### config.mk
export PLATFORM = sky130hd
export DESIGN_NAME = usb_fault_injector_flat
export DESIGN_NICKNAME = d
export VERILOG_FILES = /design/src/rtl/usb_fault_injector_if.sv /design/src/rtl/usb_fault_injector.sv /design/src/flat_wrapper.sv
export SDC_FILE = /design/constraint.sdc
export NUM_CORES = 1
export LEC_CHECK = 0
export CORE_AREA = 2 2 78 80
export CTS_BUF_LIST = sky130_fd_sc_hd__clkbuf_16
export CTS_CLUSTER_SIZE = 30
export DETAILED_ROUTE_END_ITERATION = 12
export DIE_AREA = 0 0 80 82
export PLACE_DENSITY = 0.83
export SYNTH_ARGS = -nofsm -noshare
export SYNTH_HDL_FRONTEND = slang
export SYNTH_SLANG_ARGS = --single-unit
### constraint.sdc
create_clock -name clk -period 3.55 [get_ports clk]
set_clock_uncertainty 0.05 [all_clocks]
set_input_delay 1.065 -clock clk [delete_from_list [all_inputs] [get_ports clk]]
set_output_delay 1.065 -clock clk [all_outputs]
set_load 0.01 [all_outputs]
### src/rtl/usb_fault_injector_if.sv
// Byte-stream channel with valid/ready handshake and packet markers.
// master drives the byte, slave returns ready.
interface usb_fault_injector_if #(
    parameter int unsigned DATA_W = 8
) ();
    logic              valid;
    logic              ready;
    logic [DATA_W-1:0] data;
    logic              sop;
    logic              eop;

    modport master (output valid, output data, output sop, output eop, input ready);
    modport slave  (input valid, input data, input sop, input eop, output ready);
endinterface

### src/rtl/usb_fault_injector.sv
// Packet-level fault injector for the USB host/device byte stream: garbles,
// drops or NAK-substitutes the next N packets behind one output register stage.
module usb_fault_injector #(
    parameter int unsigned DATA_W  = 8,
    parameter int unsigned CNT_W   = 4,
    parameter int unsigned IDX_W   = 4,
    parameter logic [7:0]  NAK_PID = 8'h5A
) (
    input  logic                    clk,
    input  logic                    rst_L,
    usb_fault_injector_if.slave     up,
    usb_fault_injector_if.master    dn,
    input  logic                    arm,
    input  logic [1:0]              mode,
    input  logic [CNT_W-1:0]        count,
    input  logic [IDX_W-1:0]        garble_idx,
    input  logic [DATA_W-1:0]       garble_mask,
    output logic [CNT_W-1:0]        faults_left,
    output logic                    inj_pulse
);

    localparam logic [IDX_W-1:0]  IDX_MAX = '1;
    localparam logic [DATA_W-1:0] NAK_VAL = DATA_W'(NAK_PID);

    typedef enum logic [1:0] {
        MODE_OFF    = 2'd0,
        MODE_GARBLE = 2'd1,
        MODE_DROP   = 2'd2,
        MODE_NAK    = 2'd3
    } mode_e;

    // configuration (live) and per-packet latched copy
    mode_e              cfg_mode_q,    cfg_mode_d;
    logic [IDX_W-1:0]   cfg_idx_q,     cfg_idx_d;
    logic [DATA_W-1:0]  cfg_mask_q,    cfg_mask_d;
    logic [CNT_W-1:0]   faults_left_q, faults_left_d;
    logic               in_pkt_q,      in_pkt_d;
    logic               pkt_fault_q,   pkt_fault_d;
    mode_e              pkt_mode_q,    pkt_mode_d;
    logic [IDX_W-1:0]   pkt_idx_q,     pkt_idx_d;
    logic [DATA_W-1:0]  pkt_mask_q,    pkt_mask_d;
    logic [IDX_W-1:0]   byte_idx_q,    byte_idx_d;
    logic               nak_done_q,    nak_done_d;

    // output stage
    logic               out_valid_q,   out_valid_d;
    logic [DATA_W-1:0]  out_data_q,    out_data_d;
    logic               out_sop_q,     out_sop_d;
    logic               out_eop_q,     out_eop_d;
    logic               inj_pulse_q,   inj_pulse_d;

    logic               in_ready_c;
    logic               acc, start, term_dec, eop_dec, new_fault;
    logic               cur_in_pkt, cur_fault, cur_nak_done, load;
    mode_e              cur_mode;
    logic [IDX_W-1:0]   cur_idx, cur_gidx;
    logic [DATA_W-1:0]  cur_mask, ld_data;
    logic               ld_sop, ld_eop;
    logic [CNT_W-1:0]   fl_base, fl_next;

    assign in_ready_c  = !out_valid_q || dn.ready;
    assign up.ready    = in_ready_c;
    assign dn.valid    = out_valid_q;
    assign dn.data     = out_data_q;
    assign dn.sop      = out_sop_q;
    assign dn.eop      = out_eop_q;
    assign faults_left = faults_left_q;
    assign inj_pulse   = inj_pulse_q;

    always_ff @(posedge clk or negedge rst_L) begin
        if (!rst_L) begin
            cfg_mode_q    <= MODE_OFF;
            cfg_idx_q     <= '0;
            cfg_mask_q    <= '0;
            faults_left_q <= '0;
            in_pkt_q      <= 1'b0;
            pkt_fault_q   <= 1'b0;
            pkt_mode_q    <= MODE_OFF;
            pkt_idx_q     <= '0;
            pkt_mask_q    <= '0;
            byte_idx_q    <= '0;
            nak_done_q    <= 1'b0;
            out_valid_q   <= 1'b0;
            out_data_q    <= '0;
            out_sop_q     <= 1'b0;
            out_eop_q     <= 1'b0;
            inj_pulse_q   <= 1'b0;
        end else begin
            cfg_mode_q    <= cfg_mode_d;
            cfg_idx_q     <= cfg_idx_d;
            cfg_mask_q    <= cfg_mask_d;
            faults_left_q <= faults_left_d;
            in_pkt_q      <= in_pkt_d;
            pkt_fault_q   <= pkt_fault_d;
            pkt_mode_q    <= pkt_mode_d;
            pkt_idx_q     <= pkt_idx_d;
            pkt_mask_q    <= pkt_mask_d;
            byte_idx_q    <= byte_idx_d;
            nak_done_q    <= nak_done_d;
            out_valid_q   <= out_valid_d;
            out_data_q    <= out_data_d;
            out_sop_q     <= out_sop_d;
            out_eop_q     <= out_eop_d;
            inj_pulse_q   <= inj_pulse_d;
        end
    end

    always_comb begin
        cfg_mode_d    = cfg_mode_q;
        cfg_idx_d     = cfg_idx_q;
        cfg_mask_d    = cfg_mask_q;
        faults_left_d = faults_left_q;
        in_pkt_d      = in_pkt_q;
        pkt_fault_d   = pkt_fault_q;
        pkt_mode_d    = pkt_mode_q;
        pkt_idx_d     = pkt_idx_q;
        pkt_mask_d    = pkt_mask_q;
        byte_idx_d    = byte_idx_q;
        nak_done_d    = nak_done_q;
        out_valid_d   = out_valid_q;
        out_data_d    = out_data_q;
        out_sop_d     = out_sop_q;
        out_eop_d     = out_eop_q;
        inj_pulse_d   = 1'b0;

        acc   = up.valid && in_ready_c;
        start = acc && up.sop;

        // a sop inside a packet first closes the old packet, then decides the new one
        term_dec = start && in_pkt_q && pkt_fault_q;
        fl_base  = faults_left_q;
        if (term_dec && (faults_left_q != '0)) fl_base = faults_left_q - CNT_W'(1);
        new_fault = (fl_base != '0) && (cfg_mode_q != MODE_OFF);

        cur_in_pkt   = start || in_pkt_q;
        cur_fault    = start ? new_fault  : (in_pkt_q && pkt_fault_q);
        cur_mode     = start ? cfg_mode_q : pkt_mode_q;
        cur_gidx     = start ? cfg_idx_q  : pkt_idx_q;
        cur_mask     = start ? cfg_mask_q : pkt_mask_q;
        cur_idx      = start ? '0         : byte_idx_q;
        cur_nak_done = start ? 1'b0       : nak_done_q;

        // byte transform for the output register
        load    = 1'b0;
        ld_data = up.data;
        ld_sop  = up.sop;
        ld_eop  = up.eop;
        if (acc) begin
            load = 1'b1;
            if (cur_fault) begin
                case (cur_mode)
                    MODE_GARBLE: if (cur_idx == cur_gidx) ld_data = up.data ^ cur_mask;
                    MODE_DROP:   load = 1'b0;
                    MODE_NAK: begin
                        if (cur_nak_done) begin
                            load = 1'b0;
                        end else begin
                            ld_data = NAK_VAL;
                            ld_sop  = 1'b1;
                            ld_eop  = 1'b1;
                        end
                    end
                    default: ;
                endcase
            end
        end

        if (out_valid_q && dn.ready) out_valid_d = 1'b0;
        if (load) begin
            out_valid_d = 1'b1;
            out_data_d  = ld_data;
            out_sop_d   = ld_sop;
            out_eop_d   = ld_eop;
        end

        if (start) begin
            pkt_fault_d = new_fault;
            pkt_mode_d  = cfg_mode_q;
            pkt_idx_d   = cfg_idx_q;
            pkt_mask_d  = cfg_mask_q;
            inj_pulse_d = new_fault;
        end

        if (acc && cur_in_pkt) begin
            byte_idx_d = (cur_idx == IDX_MAX) ? IDX_MAX : cur_idx + IDX_W'(1);
            nak_done_d = cur_nak_done || (cur_fault && (cur_mode == MODE_NAK));
            in_pkt_d   = !up.eop;
        end

        eop_dec = acc && up.eop && cur_in_pkt && cur_fault;
        fl_next = fl_base;
        if (eop_dec && (fl_base != '0)) fl_next = fl_base - CNT_W'(1);

        // arm overrides any same-cycle decrement
        if (arm) begin
            cfg_mode_d    = mode_e'(mode);
            cfg_idx_d     = garble_idx;
            cfg_mask_d    = garble_mask;
            faults_left_d = ((count == '0) || (mode == 2'd0)) ? '0 : count;
        end else begin
            faults_left_d = fl_next;
        end
    end

endmodule
### src/flat_wrapper.sv
// flat-port wrapper written by rule: the top's interface ports become plain ports
module usb_fault_injector_flat 
#(
    parameter int unsigned DATA_W  = 8,
    parameter int unsigned CNT_W   = 4,
    parameter int unsigned IDX_W   = 4,
    parameter logic [7:0]  NAK_PID = 8'h5A
)
  (clk, rst_L, arm, mode, count, garble_idx, garble_mask, faults_left, inj_pulse, up_valid, up_data, up_sop, up_eop, up_ready, dn_valid, dn_data, dn_sop, dn_eop, dn_ready);
  usb_fault_injector_if #(.DATA_W(DATA_W)) up_i ();
  usb_fault_injector_if #(.DATA_W(DATA_W)) dn_i ();
  input  logic clk;
  input  logic rst_L;
  input  logic arm;
  input  logic [1:0] mode;
  input  logic [CNT_W-1:0] count;
  input  logic [IDX_W-1:0] garble_idx;
  input  logic [DATA_W-1:0] garble_mask;
  output logic [CNT_W-1:0] faults_left;
  output logic inj_pulse;
  input wire logic [$bits(up_i.valid)-1:0] up_valid;
  input wire logic [$bits(up_i.data)-1:0] up_data;
  input wire logic [$bits(up_i.sop)-1:0] up_sop;
  input wire logic [$bits(up_i.eop)-1:0] up_eop;
  output wire logic [$bits(up_i.ready)-1:0] up_ready;
  output wire logic [$bits(dn_i.valid)-1:0] dn_valid;
  output wire logic [$bits(dn_i.data)-1:0] dn_data;
  output wire logic [$bits(dn_i.sop)-1:0] dn_sop;
  output wire logic [$bits(dn_i.eop)-1:0] dn_eop;
  input wire logic [$bits(dn_i.ready)-1:0] dn_ready;
  assign up_i.valid = up_valid;
  assign up_i.data = up_data;
  assign up_i.sop = up_sop;
  assign up_i.eop = up_eop;
  assign up_ready = up_i.ready;
  assign dn_valid = dn_i.valid;
  assign dn_data = dn_i.data;
  assign dn_sop = dn_i.sop;
  assign dn_eop = dn_i.eop;
  assign dn_i.ready = dn_ready;
  usb_fault_injector #(.DATA_W(DATA_W), .CNT_W(CNT_W), .IDX_W(IDX_W), .NAK_PID(NAK_PID)) u_core (.clk(clk), .rst_L(rst_L), .up(up_i), .dn(dn_i), .arm(arm), .mode(mode), .count(count), .garble_idx(garble_idx), .garble_mask(garble_mask), .faults_left(faults_left), .inj_pulse(inj_pulse));
endmodule
==> Word level (Yosys, flattened, before mapping) <==
Cells that the tools add are included.
W data, S select, Z words.
{ "word_totals": {"output_inout_bits": 17, "inputBits": 33, "word_cells": 82, "regBits": 51} }
{ "classes": {"eq_ne": 5, "n_bitwise": 1, "n_mux": 31, "addsub": 3, "n_reduce_logical": 26} }
{ "op_table": {"columns": ["op", "count"], "rows": [
  ["$mux W8", 5],
  ["$mux W4", 7],
  ["$mux W1", 16],
  ["$pmux W8 S2", 1],
  ["$logic_and A1 B1 Y1", 14],
  ["$reduce_bool A4 Y1", 2],
  ["$sub A4 B1 Y4 const B", 2],
  ["$xor A8 B8 Y8", 1],
  ["$add A4 B1 Y4 const B", 1],
  ["$eq A2 B2 Y1 const B", 2],
  ["$eq A4 B4 Y1", 1],
  ["$eq A4 B4 Y1 const B", 1],
  ["$logic_not A4 Y1", 1],
  ["$logic_or A1 B1 Y1", 4],
  ["$reduce_bool A2 Y1", 2],
  ["$eq A2 B1 Y1 const B", 1],
  ["$logic_not A1 Y1", 2],
  ["$logic_not A2 Y1", 1],
  ["$mux W2", 1],
  ["$pmux W1 S2", 1]
]} }

==> Depth between registers and ports, before layout <==
Gate-level depths: netlist of the first run.
{ "logic_depth": {"depth_word": 15, "depth_mapped": 15, "mapped_depth_nobuf": 13} }

==> Worst setup path after synthesis of the first run <==
Ideal clock, no wire load.
{ "synth_timing": {"path_kind": "input to register", "from": "input up_valid", "to": "register u_core.out_data_q[7] (netlist: u_core.dn.data[7])", "setup_slack_ns": 0.027, "path_stages": 11, "required_time_ns": 3.376, "setup_time_ns": 0.124, "arrival_time_ns": 3.349, "n_path_buf": 1, "cell_sequence": "nand2_1 -> nor4b_4 -> xnor2_1 -> ha_1 -> or3b_1 -> a21oi_1 -> o21ai_0 -> and2_1 -> buf_6 -> mux2_1 -> o31a_1"} }
{ "synth_between": {"elab_chain_len": 11, "word_cells_on_any_way": 28, "cone_classes": "4 x eq/ne; 16 x mux; 1 x bitwise; 7 x reduce/logical"} }
{ "synth_lines": {"columns": ["item", "line", "text"], "rows": [
  ["start: declaration", "flat_wrapper.sv:21", "input wire logic [$bits(up_i.valid)-1:0] up_valid;"],
  ["$logic_and A1 B1 Y1 (*)", "usb_fault_injector.sv:126", "acc = up.valid && in_ready_c;"],
  ["$logic_and A1 B1 Y1", "usb_fault_injector.sv:127", "start = acc && up.sop;"],
  ["$logic_and A1 B1 Y1 (2 in series)", "usb_fault_injector.sv:130", "term_dec = start && in_pkt_q && pkt_fault_q;"],
  ["$logic_and A1 B1 Y1", "usb_fault_injector.sv:132", "if (term_dec && (faults_left_q != '0)) fl_base = faults_left_q - CNT_W'(1);"],
  ["$mux W4", "usb_fault_injector.sv:132", null],
  ["$reduce_bool A4 Y1", "usb_fault_injector.sv:133", "new_fault = (fl_base != '0) && (cfg_mode_q != MODE_OFF);"],
  ["$logic_and A1 B1 Y1", "usb_fault_injector.sv:133", null],
  ["$mux W1", "usb_fault_injector.sv:136", "cur_fault = start ? new_fault : (in_pkt_q && pkt_fault_q);"],
  ["$mux W8 / $mux W1 (equally long branches)", "usb_fault_injector.sv:150", "if (cur_fault) begin"],
  ["$mux W8 / $mux W1 (equally long branches)", "usb_fault_injector.sv:148", "if (acc) begin"],
  ["end signal: assignment", "usb_fault_injector.sv:101", "out_data_q <= out_data_d;"],
  ["end: declaration", "usb_fault_injector.sv:47", "logic [DATA_W-1:0] out_data_q, out_data_d;"]
]} }
Every way passes the cells marked *; elsewhere a longest branch is shown, timed or not.
A chain may end at the register's enable or synchronous reset.

==> Worst setup path after layout of the first run <==
{ "layout_timing": {"from": "input up_sop", "to": "register u_core.out_data_q[7] (netlist: u_core.dn.data[7])"} }
{ "layout_between": {"elab_chain_len": 10, "word_cells_on_any_way": 27, "cone_classes": "4 x eq/ne; 16 x mux; 1 x bitwise; 6 x reduce/logical"} }
{ "layout_lines": {"columns": ["item", "line", "text"], "rows": [
  ["start: declaration", "flat_wrapper.sv:23", "input wire logic [$bits(up_i.sop)-1:0] up_sop;"],
  ["$logic_and A1 B1 Y1 (*)", "usb_fault_injector.sv:127", null],
  ["$logic_and A1 B1 Y1 (2 in series)", "usb_fault_injector.sv:130", null],
  ["$logic_and A1 B1 Y1", "usb_fault_injector.sv:132", null],
  ["$mux W4", "usb_fault_injector.sv:132", null],
  ["$reduce_bool A4 Y1", "usb_fault_injector.sv:133", null],
  ["$logic_and A1 B1 Y1", "usb_fault_injector.sv:133", null],
  ["$mux W1", "usb_fault_injector.sv:136", null],
  ["$mux W8 / $mux W1 (equally long branches)", "usb_fault_injector.sv:150", null],
  ["$mux W8 / $mux W1 (equally long branches)", "usb_fault_injector.sv:148", null]
]} }
Marks and branches as above.

==> results of run 1 <==
worst paths after layout:
kind	startpoint	end	slack (ns)	depth (start not counted)
max	up_sop	u_core.dn.data[7]$_DFFE_PN0P_	0.29	12
min	u_core.cfg_idx_q[2]$_DFFE_PN0P_	u_core.pkt_idx_q[2]$_DFF_PN0_	0.46	2
max reg2reg	u_core.faults_left[1]$_DFF_PN0_	u_core.dn.data[7]$_DFFE_PN0P_	0.32	13
min reg2reg	u_core.cfg_idx_q[2]$_DFFE_PN0P_	u_core.pkt_idx_q[2]$_DFF_PN0_	0.46	2
max in group asynchronous	rst_L	u_core.cfg_mask_q[6]$_DFFE_PN0P_	2.26	2
min in group asynchronous	rst_L	u_core.cfg_idx_q[0]$_DFFE_PN0P_	0.63	1
area by class of cell:
type | count | area share, %
clock buffer | 5 | 3.243
inverter | 9 | 0.8755
tap | 75 | 2.432
clock inverter | 3 | 0.3891
sequential | 51 | 33.07
multi-input combinational | 217 | 40.37
timing repair buffer | 82 | 19.62
kinds of logic (layout without fill, tap and decap cells):
logic type | Yosys count | after routing
simple gates | 99 | 99
mux | 29 | 29
buf+inv | 24 | 99
flops | 51 | 51
xor+xnor | 7 | 7
fa+ha+maj | 3 | 3
compound gates | 79 | 79
critical path: cells and delay by family:
kind            cells  cell delay [ns]
simple gates        4             0.94
fa+ha+maj           1             0.21
compound gates      3             0.44
buf+inv             2             0.31
mux                 1             0.30
xor+xnor            1             0.12
per-stage QoR:
step / setup TNS (ns) / utilization [%] / hold slack, ns
6_report: 0 / 67.16 / 0.4553
4_1_cts: 0 / 66.46 / 0.4548
5_1_grt: 0 / 67.16 / 0.4754
2_1_floorplan: 0 / - / 0.4073
3_5_place_dp: -2.846 / 63.70 / 0.4394
3_3_place_gp: -2.127 / 63.70 / 0.4313
registers in the layout (all words and copies together), names as in the netlist:
signal / flops
u_core.pkt_mode_q: 2
u_core.nak_done_q: 1
u_core.cfg_mask_q: 8
u_core.pkt_fault_q: 1
u_core.dn.eop: 1
u_core.pkt_idx_q: 4
u_core.pkt_mask_q: 8
u_core.byte_idx_q: 4
u_core.cfg_mode_q: 2
u_core.in_pkt_q: 1
u_core.faults_left: 4
u_core.inj_pulse: 1
u_core.dn.valid: 1
u_core.cfg_idx_q: 4
u_core.dn.sop: 1
u_core.dn.data: 8
per-layer routing:
metal	vias to the layer above	global-route usage, %	wire [um]	share of wire [%]
met4	0	7.797	82	1.1
met1	1233	29.32	3070	43
met3	6	3.407	340	4.7
li1	1238	-	-	-
met5	-	0	0	0
met2	73	41.08	3673	51
what timing repair did:
item / in CTS / in global routing
buffers inserted: 1 / 2
endpoints found under the hold margin: 0 / 0
hold buffers: 0 / 0
pin swaps: 4 / 6
endpoints found under the setup margin: 6 / 12
gates resized for setup: 6 / 7
cells in the mapped netlist (3+ instances only):
cell type   n
a31oi_1     4
nor4_1      3
o211ai_1   15
a21oi_1    10
nand2_1    38
nor2_1      9
nor3_1      3
ha_1        3
o31ai_1     7
xnor2_1     7
nand4_1     3
nor2b_1     3
o21a_1      3
dfrtp_1    51
a211oi_1    3
inv_1       9
buf_2       4
and3_1      4
and2_1     10
nand3_1     7
a41oi_1     4
o21ai_0    14
clkbuf_1    6
mux2i_1     6
o311ai_0    3
or3_1       3
a2111oi_0   4
mux2_2     22
power by group through the flow:
stage          registers [mW]  clock network, mW  logic [mW]
2_1_floorplan           0.841                  0       0.414
3_3_place_gp            0.853                  0       0.706
3_5_place_dp            0.856                  0       0.726
4_1_cts                 0.848              0.468       0.740
5_1_grt                 0.870              0.493       0.818
6_report                0.851              0.465       0.750
==> summary.txt, run 1 <==
Critical path
  – Critical Path Fanout Max: 3
  – Classification of the worst setup path: primary input to register
  – Critical Path Start Type: primary input
  – WP data arrival: 3.39 ns
  – Critical path capture point type: register
  – Req. time, crit path: 3.68 ns
  – CP max stage cell: or3b_4
  – Slowest stage delay, CP: 0.38 ns
  – Crit path cell chain: dlymetal6s2s_1 > nand2_2 > nor4b_4 > buf_4 > xnor2_2 > ha_2 > or3b_4 > a21oi_2 > o21ai_1 > and2_4 > mux2_1 > o31a_1

GRT
  – Largest net degree at the start of global routing: 24
  – Total track usage: 23.26%
  – First-pass GRT wire length: 11770 um
  – Number of global-route vias before repair: 2492
  – Initial antenna violation count: 0
  – Gr ovfl total: 0

Synth
  – Post-Synth XOR/XNOR Area: 2.097%
  – Largest family of logic cells by synthesized area: compound AO/OA/AOI/OAI gates
  – Adder-Cell Fraction of Synth Area: 1.284%
  – Cells after synthesis: 292
  – Post-synthesis simple-gate area fraction: 18.49%
  – Dominant cell type by area after synthesis: dfrtp_1
  – Top cell type's share of synthesized area: 43.65%
  – EDFF count, synth: 0
  – Mux cell area share after synthesis: 10.91%
  – Top cells by area, synth: dfrtp_1 44%, mux2_2 8.5%, nand2_1 4.9%
  – Mean Syn Cell Area: 10.01 um^2
  – Synthesized cell area: 2924 um^2
  – Synth cell types: 55
  – Register area share after synthesis: 43.65%
  – Synth Register Bits: 51
  – Syn. warnings: 0
  – Synth Area in Compound Gates: 19.64%
  – Primary FF master, synth: dfrtp_1
  – Synthesized net count: 328
  – Post-synth ARST share: 100.0%

Power
  – Maximum vdd ir drop: 0.2852 mV
  – Pwr dens: 535.2 nW/um^2
  – Power, Total: 2.065 mW
  – Switch Pwr: 0.6920 mW
  – Clock power share: 22.5%
  – Sequential Power Share: 41.2%
  – P_leak: 1.599 nW
  – Switching Share: 33.51%
  – Int Power: 1.373 mW
  – Comb pwr share: 36.3%

STA
  – Final critical delay including setup and external delays: 3.261 ns
  – RSZ-0062 raised after global routing: no
  – Final Cycle Share: 91.86%
  – Slew @ Worst Pin: 0.8844 ns
  – Slew margin rel.: 40.50%
  – Final hold violations: 0
  – Setup violators final: 0
  – Final WS setup: 0.2890 ns
  – Slew Viols, Final: 0
  – Peak Freq: 0.3067 GHz

Placement
  – Post-placement cell count: 431
  – Placer Congestion: 0.8949
  – Place WS: -0.3165 ns
  – Placed cell areas: 3660 um^2
  – Port bufs: 49
  – DP HPWL: 5274 um

Floorplanning
  – Die height: 82 um
  – Initial core utilization: 50.89%
  – Row Count: 28
  – Die area: 6560 um^2
  – Core area: 5746 um^2
  – Die X: 80 um
  – # IOs: 50

Finish
  – Most frequent cells in the layout: 51 x dfrtp_1, 45 x clkdlybuf4s50_1, 37 x nand2_1
  – Post-Layout Cell Count: 442
  – Area Overhead vs Synth: 31.96%
  – Multi-input gate area: 1558 um^2
  – Nets: 402
  – Most common cell after layout, fill and taps aside: dfrtp_1
  – Share of layout cells above drive strength 1: 20.71%
  – Fill cell count: 461
  – Inserted Diodes: 0
  – Register area: 1276 um^2
  – Final instance area: 3859 um^2

Clock tree
  – Clock Path Buffers: 2
  – Worst-skew pair later-pin latency: 0.29 ns
  – CTS Root Cell: clkbuf_16
  – Clock slew at reported path FFs: 0.07 ns
  – TritonCTS clock tree: yes
  – CTS Sinks: 51
  – Cts bufs inserted: 5
  – H-tree levels: 2

Drt
  – Post-Route WL: 7166 um
  – Vias/cell: 5.769
  – Drt initial violations: 158
  – Avg WL per Cell: 16.21 um
  – Drt pass-1 iters: 4
  – # DRC: 0
  – Post-route ant nets: 0
  – Via count: 2550

Worst hold path
  – Hold WC Path Type: register to register

Run status
  – Status: complete, no violations

Job
  – Max_cap viols: 0
No activity file was read; power rests on OpenSTA's default activity.
==> run 2: changes to the inputs <==
CORE_AREA = 4 4 80 82   (was 2 2 78 80)
DIE_AREA = 0 0 84 86   (was 0 0 80 82)
==> run 2 against run 1 <==
  * Final cell count increased by 0.23%
  * Highest routed layer unchanged
  * Critical path type unchanged
  * Critical endpoint unchanged
  * Via count rose by 6.6%
  * Die area increased by 10%
==> summary.txt, run 2 (synthesis gave the netlist of run 1 again) <==
Run status
  – Status: complete, no violations

Drt
  – Drt initial violations: 170
  – # DRC: 0
  – Post-route ant nets: 0
  – Post-Route WL: 7759 um
  – Drt pass-1 iters: 5
  – Vias/cell: 6.135
  – Via count: 2718
  – Avg WL per Cell: 17.51 um

Worst hold path
  – HP Start: u_core.pkt_idx_q[0]$_DFF_PN0_
  – Hold WC Path Type: register to register
  – Hold EP: u_core.pkt_idx_q[0]$_DFF_PN0_
  – Hold Path Cell Cnt: 2

Power
  – P_leak: 1.587 nW
  – Power, Total: 2.068 mW
  – Pwr dens: 538.8 nW/um^2
  – Maximum vdd ir drop: 0.3144 mV

Finish
  – Share of layout cells above drive strength 1: 20.65%
  – Inserted Diodes: 0
  – Most frequent cells in the layout: 51 x dfrtp_1, 45 x clkdlybuf4s50_1, 37 x nand2_1
  – Nets: 403
  – Most common cell after layout, fill and taps aside: dfrtp_1
  – Fill cell count: 466
  – Area Overhead vs Synth: 31.24%

Critical path
  – Critical path capture point type: register
  – Critical Path Fanout Max: 3
  – Reg-to-Reg Start: u_core.faults_left[1]$_DFF_PN0_
  – R2R depth: 13
  – Req. time, crit path: 3.67 ns
  – Classification of the worst setup path: primary input to register
  – R2R setup slack: 0.32 ns
  – Critical Path Start Type: primary input
  – R2R Path End: u_core.dn.data[7]$_DFFE_PN0P_
  – WP data arrival: 3.47 ns

Floorplanning
  – Die X: 84 um
  – Die area: 7224 um^2
  – # IOs: 50
  – Row Count: 28
  – Die height: 86 um
  – Initial core utilization: 50.89%
  – Core area: 5746 um^2

GRT
  – Gr ovfl total: 0
  – First-pass GRT wire length: 12920 um
  – Number of global-route vias before repair: 2701
  – Initial antenna violation count: 0
  – Largest net degree at the start of global routing: 34
  – Total track usage: 21.98%

STA
  – Slew Viols, Final: 0
  – RSZ-0062 raised after global routing: no
  – Peak Freq: 0.2983 GHz
  – Final Cycle Share: 94.42%
  – Final hold slack: 0.4539 ns
  – Final critical delay including setup and external delays: 3.352 ns
  – Setup violators final: 0
  – Final hold violations: 0
  – Slew margin rel.: 37.76%
  – Slew @ Worst Pin: 0.9250 ns

Placement
  – Placer Congestion: 0.9260
  – Port bufs: 49
  – DP HPWL: 5654 um

Clock tree
  – H-tree levels: 2
  – Worst-skew pair later-pin latency: 0.29 ns
  – CTS Root Cell: clkbuf_16
  – Hold Buf Count CTS: 0
  – Clock Path Buffers: 2
  – TritonCTS clock tree: yes
  – CTS Sinks: 51
  – Clock slew at reported path FFs: 0.06 ns
  – Cts bufs inserted: 5

Job
  – Max_cap viols: 0
-- run 2: cell types whose count changed in the layout (fill, tap and decap cells not counted) --
cell            previous run  this run
a21oi_2                    1         0
buf_12                     1         0
or3b_4                     1         0
dlygate4sd2_1              0         2
clkinv_1                   2         0
buf_4                     31        34
a21oi_1                    9        10
clkinv_2                   0         1
inv_1                      9        10
buf_6                      1         0
dlymetal6s2s_1             3         1
or3b_1                     0         1
-- run 2: repair_timing --
item | CTS | global route
pin swaps | 4 | 4
gates resized for setup | 7 | 3
endpoints found under the setup margin | 7 | 15
buffers inserted | 4 | 0
-- run 2: critical path, cell delays in order --
cell,delay (ns)
dlygate4sd2_1,0.23
nand2_2,0.08
nor4b_4,0.38
nand2_1,0.11
o21ai_2,0.10
ha_2,0.22
or3b_1,0.36
a21oi_1,0.13
o21ai_1,0.09
and2_4,0.15
mux2_1,0.31
o31a_1,0.24
-- run 2: stage by stage --
step                      util [%]  setup TNS, ns  area [um^2]  cells  setup WS (ns)
after floorplan                  -              0         2924    292        0.02673
after global routing         66.79              0         3837    443      0.0002098
final                        66.79              0         3837    443         0.1981
after detailed placement     63.48         -3.577         3647    431        -0.3558
after global placement       63.48         -2.139         3647    431        -0.2736
after CTS                    66.55              0         3824    443       0.005499
-- run 2: report_power, final --
group	total [mW]	internal (mW)	switching, mW
combinational	0.753	0.391	0.362
sequential	0.854	0.720	0.134
clock	0.460	0.257	0.203
-- run 2: worst max path at each step --
stage / from / slack, ns / cells after the start / to
2_1_floorplan: up_valid / 0.03 / 11 / u_core.dn.data[7]$_DFFE_PN0P_
3_3_place_gp: up_valid / -0.27 / 12 / u_core.dn.data[7]$_DFFE_PN0P_
3_5_place_dp: up_sop / -0.36 / 12 / u_core.dn.data[7]$_DFFE_PN0P_
4_1_cts: dn_ready / 0.005 / 11 / u_core.dn.data[7]$_DFFE_PN0P_
5_1_grt: up_sop / 0.0002 / 13 / u_core.dn.data[1]$_DFFE_PN0P_
6_report: up_sop / 0.20 / 12 / u_core.dn.data[7]$_DFFE_PN0P_
-- run 2: cell type report --
type	count	area [um^2]	share of cell area (%)
clock buffers	5	125.1	3.261
clock inverters	3	16.27	0.4239
inverters	9	33.78	0.8803
multi-input cells	217	1551	40.43
flip-flops and latches	51	1276	33.26
well taps	75	93.84	2.445
repair buffers	83	740.7	19.30
-- run 2: layer usage --
layer	vias to the layer above	GRT usage, %	routed length [um]
li1	1247	-	-
met1	1329	27.31	3069
met2	126	39.55	4072
met3	16	2.594	483
met4	0	7.895	133
met5	-	0	0
==> run 3: changes to the inputs <==
CORE_AREA = 4 4 82 84   (was 4 4 80 82)
DIE_AREA = 0 0 86 88   (was 0 0 84 86)
PLACE_DENSITY = 0.79   (was 0.83)
SLEW_MARGIN = 30   (was unset)
==> run 3 against run 2 <==
  * Sequential share of layout area decreased by 0.46 points
  * Largest cell class unchanged
  * Core utilization decreased by 1.1 points
  * Non-clock buffer count unchanged
  * Critical path type unchanged
  * Sequential power about the same
  * Die area increased by 4.8%
  * Maximum frequency decreased by 0.24%
  * Via count decreased by 2.3%
==> summary.txt, run 3 (synthesis gave the netlist of run 1 again) <==
Power
  – Pwr dens: 555.7 nW/um^2
  – P_leak: 1.611 nW
  – Comb pwr share: 35.0%
  – Switching Share: 32.92%
  – Clock power share: 25.4%
  – Maximum vdd ir drop: 0.2780 mV
  – Switch Pwr: 0.7118 mW
  – Sequential Power Share: 39.5%
  – Int Power: 1.450 mW

Job
  – Max_cap viols: 0

Floorplanning
  – # IOs: 50
  – Die height: 88 um
  – Die area: 7568 um^2
  – Row Count: 28
  – Die X: 86 um
  – Core area: 5921 um^2
  – Initial core utilization: 49.39%

STA
  – Peak Freq: 0.2976 GHz
  – Slew Viols, Final: 0
  – Setup violators final: 0
  – Slew margin rel.: 55.81%
  – Final hold violations: 0
  – RSZ-0062 raised after global routing: no
  – Slew @ Worst Pin: 0.6629 ns
  – Final Cycle Share: 94.65%
  – Final WS setup: 0.1900 ns
  – Final critical delay including setup and external delays: 3.360 ns

Finish
  – Post-Layout Cell Count: 443
  – Inserted Diodes: 0
  – Nets: 403
  – Most common cell after layout, fill and taps aside: dfrtp_1
  – Most frequent cells in the layout: 51 x dfrtp_1, 45 x clkdlybuf4s50_1, 37 x nand2_1
  – Share of layout cells above drive strength 1: 21.74%
  – Area Overhead vs Synth: 33.08%

Drt
  – Avg WL per Cell: 17.61 um
  – WL met3: 485 um
  – Drt initial violations: 197
  – Vias/cell: 5.995
  – Top Metal Used: met4
  – Metal-1 WL: 3200 um
  – # DRC: 0
  – Post-Route WL: 7802 um
  – Via count: 2656
  – Met2 routed wirelength: 3964 um
  – Post-route ant nets: 0
  – Drt pass-1 iters: 4

GRT
  – Largest net degree at the start of global routing: 52
  – First-pass GRT wire length: 13040 um
  – Gr ovfl total: 0
  – Total track usage: 21.89%
  – Number of global-route vias before repair: 2657
  – Initial antenna violation count: 0

Critical path
  – R2R setup slack: 0.28 ns
  – Slowest stage delay, CP: 0.38 ns
  – Req. time, crit path: 3.68 ns
  – R2R depth: 14
  – Reg-to-Reg Start: u_core.faults_left[1]$_DFF_PN0_
  – R2R Path End: u_core.dn.data[7]$_DFFE_PN0P_
  – CP max stage cell: or3b_4
  – Critical Path Fanout Max: 2
  – Crit path cell chain: dlygate4sd2_1 > nand2_2 > nor4b_4 > buf_4 > xnor2_2 > ha_2 > or3b_4 > a21oi_2 > o21ai_1 > and2_1 > mux2_1 > o31a_1
  – Worst path top cell family by delay: simple AND/OR/NAND/NOR gates
  – WP buf/inv: 2
  – Critical Path Start Type: primary input
  – WP data arrival: 3.49 ns
  – Critical path capture point type: register
  – Classification of the worst setup path: primary input to register

Placement
  – DP HPWL: 5596 um
  – Port bufs: 49
  – Placer Congestion: 0.9034
  – Post-placement cell count: 431
  – Place WS: -0.4713 ns

Clock tree
  – H-tree levels: 2
  – Clock Path Buffers: 2
  – Worst-skew pair later-pin latency: 0.29 ns
  – Cts bufs inserted: 5
  – CTS Root Cell: clkbuf_16
  – CTS Sinks: 51
  – TritonCTS clock tree: yes
  – Clock slew at reported path FFs: 0.07 ns
  – Hold Buf Count CTS: 0

Worst hold path
  – HP Start: u_core.pkt_idx_q[3]$_DFF_PN0_
  – Hold Path Cell Cnt: 2
  – Hold EP: u_core.pkt_idx_q[3]$_DFF_PN0_
  – Hold WC Path Type: register to register

Run status
  – Status: complete, no violations
## run 3: through the flow
| stage | utilization, % | instance area (um^2) | TNS [ns] | total power, mW | hold WS [ns] |
|---|---|---|---|---|---|
| 6_report | 65.72 | 3891 | 0 | 2.162 | 0.4503 |
| 2_1_floorplan | - | 2924 | 0 | 1.254 | 0.4073 |
| 5_1_grt | 65.72 | 3891 | 0 | 2.285 | 0.4744 |
| 3_3_place_gp | 61.81 | 3660 | -2.890 | 1.563 | 0.4275 |
| 3_5_place_dp | 61.81 | 3660 | -4.575 | 1.590 | 0.4343 |
| 4_1_cts | 65.26 | 3864 | 0 | 2.155 | 0.4508 |
## run 3: power groups by stage
stage | logic, mW | registers [mW] | clock network [mW]
6_report | 0.757 | 0.855 | 0.550
5_1_grt | 0.839 | 0.875 | 0.571
3_5_place_dp | 0.731 | 0.859 | 0
3_3_place_gp | 0.707 | 0.855 | 0
4_1_cts | 0.752 | 0.850 | 0.553
2_1_floorplan | 0.414 | 0.841 | 0
## run 3: cell type report
| class | instances | area (um^2) |
|---|---|---|
| Timing Repair Buffer | 83 | 753.2 |
| Inverter | 9 | 33.78 |
| Sequential cell | 51 | 1276 |
| Clock buffer | 5 | 125.1 |
| Fill cell | 477 | 2029 |
| Multi-Input combinational cell | 217 | 1565 |
| Tap cell | 75 | 93.84 |
| Clock inverter | 3 | 43.79 |
## run 3: worst min-delay path, cell delays in order, from the launching register on
cell and delay [ns]:
dfrtp_1 0.36, nand2_1 0.05, nand2_1 0.06
## run 3: timing repair
action                                  CTS  global route
pin swaps                                 3             3
gates resized for setup                   9             4
endpoints found under the setup margin   10            11
setup buffers                             3             1
## run 3: worst max-delay path by stage
| stage | start | endpoint | slack (ns) | cells after the start |
|---|---|---|---|---|
| 2_1_floorplan | up_valid | u_core.dn.data[7]$_DFFE_PN0P_ | 0.03 | 11 |
| 3_3_place_gp | up_valid | u_core.dn.data[7]$_DFFE_PN0P_ | -0.35 | 12 |
| 3_5_place_dp | up_sop | u_core.dn.data[7]$_DFFE_PN0P_ | -0.47 | 12 |
| 4_1_cts | dn_ready | u_core.dn.data[7]$_DFFE_PN0P_ | 0.007 | 11 |
| 5_1_grt | up_valid | u_core.dn.data[0]$_DFFE_PN0P_ | 0.07 | 13 |
| 6_report | up_sop | u_core.dn.data[7]$_DFFE_PN0P_ | 0.19 | 12 |
## run 3: per-layer routing
layer,GRT usage [%],vias up
li1,-,1236
met4,7.194,0
met1,28.67,1293
met2,37.42,111
met3,3.104,16
met5,0,-
